$ cat config.mk
export PLATFORM = sky130hd
export DESIGN_NAME = axi_lite_sbus_bridge
export DESIGN_NICKNAME = d
export VERILOG_FILES = /design/src/rtl/sbus_pkg.sv /design/src/rtl/sbus_timeout_ctr.sv /design/src/rtl/axi_lite_sbus_bridge.sv
export SDC_FILE = /design/constraint.sdc
export NUM_CORES = 1
export LEC_CHECK = 0
export BUFFER_PORTS_ARGS = -buffer_cell sky130_fd_sc_hd__buf_2
export CAP_MARGIN = 20
export CORE_MARGIN = 5
export CORE_UTILIZATION = 51
export CTS_BUF_LIST = sky130_fd_sc_hd__clkbuf_4 sky130_fd_sc_hd__clkbuf_8
export CTS_CLUSTER_SIZE = 40
export DETAILED_ROUTE_END_ITERATION = 8
export PLACE_DENSITY = 0.88
export SLEW_MARGIN = 10
export SYNTH_ARGS = -nofsm -noshare
export SYNTH_HDL_FRONTEND = slang
export SYNTH_HIERARCHICAL = 1
export SYNTH_SLANG_ARGS = --single-unit
$ cat constraint.sdc
create_clock -name clk -period 7.24 [get_ports clk]
set_clock_uncertainty 0.15 [all_clocks]
set_input_delay 1.448 -clock clk [delete_from_list [all_inputs] [get_ports clk]]
set_output_delay 1.448 -clock clk [all_outputs]
set_load 0.02 [all_outputs]
$ cat src/rtl/sbus_pkg.sv
// rtl/sbus_pkg.sv - shared types and constants for the AXI-Lite to sbus bridge
package sbus_pkg;

  typedef enum logic [1:0] {
    RESP_OKAY   = 2'b00,
    RESP_SLVERR = 2'b10,
    RESP_DECERR = 2'b11
  } resp_e;

  typedef enum logic [2:0] {
    ST_IDLE,
    ST_W_COLLECT,
    ST_REQ,
    ST_WAIT_RSP,
    ST_B_RESP,
    ST_R_RESP
  } bridge_state_e;

  // Read data returned when the peripheral never answers.
  localparam logic [31:0] TIMEOUT_DATA = 32'hDEAD_BEEF;

endpackage

$ cat src/rtl/sbus_timeout_ctr.sv
// rtl/sbus_timeout_ctr.sv - cycle budget counter for bus adapter handshakes
module sbus_timeout_ctr #(
  parameter int TIMEOUT = 256
) (
  input  logic clk,
  input  logic reset,
  input  logic load,
  input  logic enable,
  output logic expired
);

  localparam int CW = (TIMEOUT < 2) ? 1 : $clog2(TIMEOUT);

  logic [CW-1:0] count;

  // Count cycles already spent in the guarded phase; load restarts the budget.
  always_ff @(posedge clk) begin
    if (!reset || load) begin
      count <= '0;
    end else if (enable) begin
      count <= count + 1'b1;
    end
  end

  // Flags the last cycle of the budget, so the owner gives up after exactly TIMEOUT cycles.
  assign expired = (TIMEOUT != 0) && enable && (count == CW'(TIMEOUT - 1));

endmodule

$ cat src/rtl/axi_lite_sbus_bridge.sv
// rtl/axi_lite_sbus_bridge.sv - AXI4-Lite slave to req/gnt/rvalid peripheral bus bridge
module axi_lite_sbus_bridge
  import sbus_pkg::*;
#(
  parameter int TIMEOUT = 256,
  parameter int ADDR_W  = 32
) (
  input  logic              clk,
  input  logic              reset,
  input  logic [ADDR_W-1:0] s_awaddr,
  input  logic              s_awvalid,
  output logic              s_awready,
  input  logic [31:0]       s_wdata,
  input  logic [3:0]        s_wstrb,
  input  logic              s_wvalid,
  output logic              s_wready,
  output logic [1:0]        s_bresp,
  output logic              s_bvalid,
  input  logic              s_bready,
  input  logic [ADDR_W-1:0] s_araddr,
  input  logic              s_arvalid,
  output logic              s_arready,
  output logic [31:0]       s_rdata,
  output logic [1:0]        s_rresp,
  output logic              s_rvalid,
  input  logic              s_rready,
  output logic              m_req,
  output logic              m_we,
  output logic [3:0]        m_be,
  output logic [ADDR_W-1:0] m_addr,
  output logic [31:0]       m_wdata,
  input  logic              m_gnt,
  input  logic              m_rvalid,
  input  logic [31:0]       m_rdata,
  input  logic              m_err
);

  localparam logic [ADDR_W-1:0] WORD_MASK = ~ADDR_W'(3);

  bridge_state_e state;
  logic          run;
  logic          aw_got, w_got;
  logic          rr_last_wr;
  logic          aw_hs, w_hs, ar_hs;
  logic          tmo_load, tmo_enable, tmo_expired;
  logic          got_rsp, done;
  resp_e         rsp_code;
  logic [31:0]   rsp_data;

  // Accept windows: in IDLE the channel type not served last wins a tie; in
  // W_COLLECT only the missing write half is accepted and reads wait.
  always_comb begin
    s_awready = 1'b0;
    s_wready  = 1'b0;
    s_arready = 1'b0;
    if (run && state == ST_IDLE) begin
      s_arready = !(s_awvalid || s_wvalid) || rr_last_wr;
      s_awready = !s_arvalid || !rr_last_wr;
      s_wready  = !s_arvalid || !rr_last_wr;
    end else if (state == ST_W_COLLECT) begin
      s_awready = !aw_got;
      s_wready  = !w_got;
    end
  end

  assign aw_hs = s_awvalid && s_awready;
  assign w_hs  = s_wvalid && s_wready;
  assign ar_hs = s_arvalid && s_arready;

  // Budget restarts on entry to REQ and again on entry to WAIT_RSP.
  assign tmo_enable = (state == ST_REQ) || (state == ST_WAIT_RSP);
  assign tmo_load   = !tmo_enable || (state == ST_REQ && m_gnt);

  sbus_timeout_ctr #(.TIMEOUT(TIMEOUT)) u_tmo (
    .clk     (clk),
    .reset   (reset),
    .load    (tmo_load),
    .enable  (tmo_enable),
    .expired (tmo_expired)
  );

  // A real response beats a timeout landing in the same cycle.
  always_comb begin
    got_rsp  = (state == ST_WAIT_RSP) && m_rvalid;
    done     = got_rsp || (tmo_expired && !(state == ST_REQ && m_gnt));
    rsp_code = got_rsp ? (m_err ? RESP_SLVERR : RESP_OKAY) : RESP_DECERR;
    rsp_data = got_rsp ? m_rdata : TIMEOUT_DATA;
  end

  // Transaction FSM: capture, request, wait for response, hand back to AXI.
  always_ff @(posedge clk) begin
    if (!reset) begin
      state      <= ST_IDLE;
      run        <= 1'b0;
      aw_got     <= 1'b0;
      w_got      <= 1'b0;
      rr_last_wr <= 1'b0;
      m_req      <= 1'b0;
      m_we       <= 1'b0;
      m_be       <= 4'h0;
      m_addr     <= '0;
      m_wdata    <= 32'h0;
      s_bvalid   <= 1'b0;
      s_bresp    <= RESP_OKAY;
      s_rvalid   <= 1'b0;
      s_rresp    <= RESP_OKAY;
      s_rdata    <= 32'h0;
    end else begin
      run <= 1'b1;
      case (state)
        ST_IDLE: begin
          if (ar_hs) begin
            m_addr     <= s_araddr & WORD_MASK;
            m_be       <= 4'hF;
            m_we       <= 1'b0;
            m_req      <= 1'b1;
            rr_last_wr <= 1'b0;
            state      <= ST_REQ;
          end else if (aw_hs || w_hs) begin
            rr_last_wr <= 1'b1;
            m_we       <= 1'b1;
            if (aw_hs) m_addr <= s_awaddr & WORD_MASK;
            if (w_hs) begin
              m_wdata <= s_wdata;
              m_be    <= s_wstrb;
            end
            if (aw_hs && w_hs) begin
              m_req <= 1'b1;
              state <= ST_REQ;
            end else begin
              aw_got <= aw_hs;
              w_got  <= w_hs;
              state  <= ST_W_COLLECT;
            end
          end
        end
        ST_W_COLLECT: begin
          if (aw_hs) begin
            m_addr <= s_awaddr & WORD_MASK;
            aw_got <= 1'b1;
          end
          if (w_hs) begin
            m_wdata <= s_wdata;
            m_be    <= s_wstrb;
            w_got   <= 1'b1;
          end
          if ((aw_got || aw_hs) && (w_got || w_hs)) begin
            aw_got <= 1'b0;
            w_got  <= 1'b0;
            m_req  <= 1'b1;
            state  <= ST_REQ;
          end
        end
        ST_REQ, ST_WAIT_RSP: begin
          if (state == ST_REQ && m_gnt) begin
            m_req <= 1'b0;
            state <= ST_WAIT_RSP;
          end else if (done) begin
            m_req <= 1'b0;
            if (m_we) begin
              s_bresp  <= rsp_code;
              s_bvalid <= 1'b1;
              state    <= ST_B_RESP;
            end else begin
              s_rresp  <= rsp_code;
              s_rdata  <= rsp_data;
              s_rvalid <= 1'b1;
              state    <= ST_R_RESP;
            end
          end
        end
        ST_B_RESP: begin
          if (s_bready) begin
            s_bvalid <= 1'b0;
            state    <= ST_IDLE;
          end
        end
        ST_R_RESP: begin
          if (s_rready) begin
            s_rvalid <= 1'b0;
            state    <= ST_IDLE;
          end
        end
        default: state <= ST_IDLE;
      endcase
    end
  end

endmodule
### After elaboration in Yosys (flattened, before gate mapping)

Index checks and enable logic that the tools add are counted.

| storage, ports and cells | value |
|---|---|
| flip-flop bits (word level) | 122 |
| latch bits | 0 |
| memory bits (writable) | 0 |
| bits in read-only memories | 0 |
| bits of input ports | 142 |
| logic and storage cells | 147 |
| memories | 0 |

| cells by class | value |
|---|---|
| add/subtract/negate cells | 1 |
| $mul | 0 |
| divide/modulo/power cells | 0 |
| magnitude comparators | 0 |
| equal/unequal tests | 21 |
| shift operators | 0 |
| mux-type cells | 62 |
| bitwise gates (word level) | 2 |
| reduce and logical (&&, ||, !) cells | 46 |

Operator list:

| operator | number |
|---|---|
| $mux 32 | 7 |
| $pmux 32 s2 | 2 |
| $mux 1 | 33 |
| $reduce_and 5->1 | 6 |
| $mux 3 | 7 |
| $ne 2x2->1 const B | 8 |
| $pmux 3 s5 | 1 |
| $mux 4 | 3 |
| $ne 3x2->1 const B | 4 |
| $logic_and 1x1->1 | 10 |
| $logic_or 1x1->1 | 10 |
| $add 8x1->8 const B | 1 |
| $eq 8x8->1 const B | 1 |
| $logic_not 1->1 | 8 |
| $pmux 1 s2 | 4 |
| $pmux 4 s2 | 1 |
| $reduce_and 4->1 | 2 |
| $reduce_bool 2->1 | 4 |
| $eq 3x2->1 const B | 2 |
| $eq 3x3->1 const B | 2 |
| $mux 2 | 3 |
| $ne 2x1->1 const B | 2 |
| $reduce_and 2->1 | 2 |
| $eq 3x1->1 const B | 1 |
| 7 further kinds | 8 |

### Logic depth before layout (Yosys ltp)

| depth | value |
|---|---|
| word-level depth | 9 |
| depth in mapped cells | 13 |
| gate-level depth less buffers | 9 |

### Hierarchy

Netlist, hierarchy kept.

Modules (own cells, without submodules):

| module | times used | cells an instance | area an instance (sq um) | sequential area each (sq um) |
|---|---|---|---|---|
| axi_lite_sbus_bridge | 1 | 480 | 4581.9 | 2282.2 |
| sbus_timeout_ctr | 1 | 40 | 360.3 | 160.2 |

### Worst setup path before layout

OpenSTA, ideal clock, no wires.

| timing path | value |
|---|---|
| path kind | input to output |
| from | input port s_arvalid |
| to | output port s_awready |
| arrival | 1.950 ns |
| required time | 5.642 ns |
| setup slack | 3.692 ns |
| stages | 3 |
| buffers on the path | 0 |
| cell sequence | nand2_1 > a2bb2oi_1 > inv_1 |

| on the way | value |
|---|---|
| cells in the longest elaborated chain, start to end | 3 |

RTL lines:

| item | line | source |
|---|---|---|
| start, declared | axi_lite_sbus_bridge.sv:21 | `input logic s_arvalid,` |
| $logic_not 1->1 | axi_lite_sbus_bridge.sv:58 | `s_awready = !s_arvalid \|\| !rr_last_wr;` |
| $logic_or 1x1->1 | axi_lite_sbus_bridge.sv:58 |  |
| $mux 1 | axi_lite_sbus_bridge.sv:56 | `if (run && state == ST_IDLE) begin` |
| end, declared | axi_lite_sbus_bridge.sv:12 | `output logic s_awready,` |

Every way passes these cells.

### Worst setup path in the final report

Same ends and word-level chain as after synthesis.

==> impl_metrics.yaml <==
detailed_routing:
  detailedRoute.firstIterationViolations: 301
  detail_route.vias_per_cell: 5.305
  route.detailed.wl_per_inst_um: 15.49
  detailedRoute.firstPassIterationCount: 4
  route.detailed.drc: 0
  vias: 4737
  ant_nets: 0
  drt_wl_total_um: 13840
setup_path:
  required_ns: 5.64
  critical_path_class: "in2out"
  worst-endpoint-arrival_ns: 2.23
  timing.critical_path.from_type: "input port"
  ff2ff_path_depth: 8
  critPathMaxFanout: 3
  rr_startpoint: "state[1]$_SDFFE_PN0P_"
  r2r-end: "s_rdata[0]$_SDFFE_PN0P_"
  critical_path.endpoint_type: "output pin"
  timing.reg2reg.setup_slack_ns: 3.82
global_route:
  grt_pass1_wl_um: 21060
  first_global_vias: 4490
  grt_remaining_overflow: 0
  largest_net_degree_at_the_start_of_global_routing: 83
  antenna_violations_before_repair: 0
  globalRouteTotalUtil_pct: 22.35
place:
  hpwl_um: 10030
  placed_cells: 860
  placement.io_buffers: 248
  finalWeightedCongestion: 0.8094
worst_hold_path:
  hold_class: "reg2reg"
  worst_hold_stages: 2
  hold_start: "m_wdata[30]$_SDFFE_PN0P_"
  min_to: "m_wdata[30]$_SDFFE_PN0P_"
clock_network:
  clock_tree.root_cell: "sky130_fd_sc_hd__clkbuf_8"
  post-cts-setup-buffers: 0
  clk_transition_reported_paths_ns: 0.07
  clockBufferDepth: 2
  cts_resized: 0
  number_of_buffers_created_by_cts: 17
  cts-htree-levels: 4
  clock_tree_from_tritoncts: "yes"
  cts_hold_buffers: 0
  numClockSinks: 122
  clock_latency_ns: 0.42
floorplan:
  starting_density_of_the_core_pct: 51.51
  io_pins: 253
  floorplan.die_area_um2: 11760
  die_h_um: 108.4
  die_w_um: 108.4
  fp.coreArea_um2: 9594
  std_cell_rows: 36
logic_synthesis:
  synth.yosys.seq_area_share_pct: 49.42
  synth_seq_cells: 122
  postSynth.topFlopCell: "sky130_fd_sc_hd__dfxtp_1"
  ys_async_sr_fraction_pct: 0
  avgSynthCellArea_um2: 9.504
  number_of_flops_mapped_to_enable_cells_by_yosys: 0
  syn_area_um2: 4942
  yosys.area.top_type_share_pct: 49.42
  synth_cells: 520
  synth_fp_nets: 663
  yosys.area.top_type: "sky130_fd_sc_hd__dfxtp_1"
  yosys-top-cells-area: "sky130_fd_sc_hd__dfxtp_1, sky130_fd_sc_hd__nand2_1, sky130_fd_sc_hd__mux2i_1"
  synth.yosys.warnings: 6
  post_synth_num_cell_types: 50
power:
  power_density_nw_per_um2: 323.1
  cellLeakagePower_nw: 3.163
  worst_vdd_drop_uv: 177.5
layout:
  ff_latch_area_um2: 2442
  n_fill_cell: 757
  layout.nets: 889
  multi_input_comb_area_um2: 2216
  final_layout_size_suffix_gt1_share_pct: 43.74
  synthToLayoutAreaGrowth_pct: 32.38
  most-common-layout-cells: "sky130_fd_sc_hd__buf_2, sky130_fd_sc_hd__dfxtp_1, sky130_fd_sc_hd__nand2_1, sky130_fd_sc_hd__nor2_1, sky130_fd_sc_hd__a21oi_1"
  layout.cells.non_filler: 893
  mostFrequentLayoutCell: "sky130_fd_sc_hd__buf_2"
outcome:
  outcome: "complete, no violations"
timing:
  post-route-period-util_pct: 52.91
  finalSetupViolations: 0
  rsz0062_at_grt: "false"
  max-slew-margin-rel_pct: 32.10
  timing_worst_slew_pin_value_ns: 1.014
  maxClockFrequency_mhz: 261.0
  fin_crit_ns: 3.831
  tns_ns: 0
  final_hold_viol_count: 0
  final-max-slew-violation-count: 0
flow_run:
  drv.max_cap_violation_count: 0
-- how the worst max path moves through the flow --
stage,start,end,slack (ns)
6_report,s_arvalid,s_awready,3.41
5_1_grt,s_arvalid,s_awready,3.31
4_1_cts,s_arvalid,s_awready,3.40
3_5_place_dp,s_arvalid,s_awready,3.40
3_3_place_gp,s_arvalid,s_awready,3.41
2_1_floorplan,s_arvalid,s_awready,3.69
-- synth_stat cells (2+ instances only) --
library cell / n
sky130_fd_sc_hd__a22oi_1: 8
sky130_fd_sc_hd__xor2_1: 3
sky130_fd_sc_hd__o221a_2: 26
sky130_fd_sc_hd__nor3_1: 5
sky130_fd_sc_hd__and2_1: 3
sky130_fd_sc_hd__o21a_1: 2
sky130_fd_sc_hd__buf_8: 3
sky130_fd_sc_hd__buf_4: 5
sky130_fd_sc_hd__and4_1: 2
sky130_fd_sc_hd__a21oi_2: 9
sky130_fd_sc_hd__a311oi_1: 3
sky130_fd_sc_hd__nand2b_1: 4
sky130_fd_sc_hd__inv_2: 2
sky130_fd_sc_hd__buf_12: 2
sky130_fd_sc_hd__mux2i_1: 31
sky130_fd_sc_hd__nor2_1: 48
sky130_fd_sc_hd__or3_1: 4
sky130_fd_sc_hd__a31oi_1: 7
sky130_fd_sc_hd__a211oi_1: 30
sky130_fd_sc_hd__nand2b_4: 2
sky130_fd_sc_hd__nor2b_1: 2
sky130_fd_sc_hd__a2111oi_0: 2
sky130_fd_sc_hd__nand2_1: 87
sky130_fd_sc_hd__a21oi_1: 35
sky130_fd_sc_hd__buf_2: 9
sky130_fd_sc_hd__inv_1: 5
sky130_fd_sc_hd__o21ai_0: 7
sky130_fd_sc_hd__nand4_2: 2
sky130_fd_sc_hd__dfxtp_1: 122
sky130_fd_sc_hd__clkbuf_1: 26
sky130_fd_sc_hd__nand3_1: 5
-- per-layer routing --
metal,wire (um),GRT usage [%],vias to the layer above
met5,0,0,-
met2,6924,38.13,183
li1,-,-,2316
met1,5502,26.09,2209
met4,295,8.206,0
met3,1113,7.343,29
-- where the power goes --
group	total (W)	switching (W)	internal, W
registers	0.000845	0.0000746	0.000770
logic	0.000674	0.000408	0.000266
clock network	0.000595	0.000265	0.000330
-- stage by stage --
step / worst slack (ns) / area, um^2 / utilization [%] / hold slack (ns) / power (W)
floorplan: 3.692 / 4942 / - / 0.3081 / 0.001353
global placement: 3.408 / 6115 / 63.73 / 0.2899 / 0.001495
detailed placement: 3.402 / 6142 / 64.02 / 0.2953 / 0.001531
CTS: 3.403 / 6540 / 68.17 / 0.3054 / 0.002129
global route: 3.315 / 6540 / 68.17 / 0.3265 / 0.002232
finish: 3.409 / 6543 / 68.19 / 0.3051 / 0.002114
-- layout make-up --
| class | instances | share of cell area [%] |
|---|---|---|
| diodes | 1 | 0.03825 |
| clock buffers | 21 | 4.226 |
| clock inverters | 11 | 1.855 |
| inverters | 7 | 0.4016 |
| multi-input cells | 346 | 33.87 |
| flip-flops and latches | 122 | 37.33 |
| well taps | 133 | 2.544 |
| repair buffers | 252 | 19.74 |
-- critical path, cell delays in order --
cell and delay (ns):
sky130_fd_sc_hd__buf_2 0.11, sky130_fd_sc_hd__nand2_1 0.10, sky130_fd_sc_hd__a2bb2oi_1 0.33, sky130_fd_sc_hd__inv_1 0.07, sky130_fd_sc_hd__buf_2 0.17
-- registers in the layout, summed over array words and instances (netlist names) --
name	flops
aw_got	1
m_addr	32
m_be	4
m_req	1
m_wdata	32
rr_last_wr	1
run	1
s_bresp	2
s_bvalid	1
s_rdata	32
s_rresp	2
s_rvalid	1
state	3
u_tmo/count	8
w_got	1
-- logic make-up after synthesis --
group	share of synthesized area (%)
muxes	6.279
and+or+nand+nor	15.52
xor gates and xnor gates	0.7090
adders and majority gates	0.2531
buffers and inverters	5.899
DFF	49.42
AOI/OAI and AO/OA	21.92
Note: power is estimated with default switching activity, not from simulation.
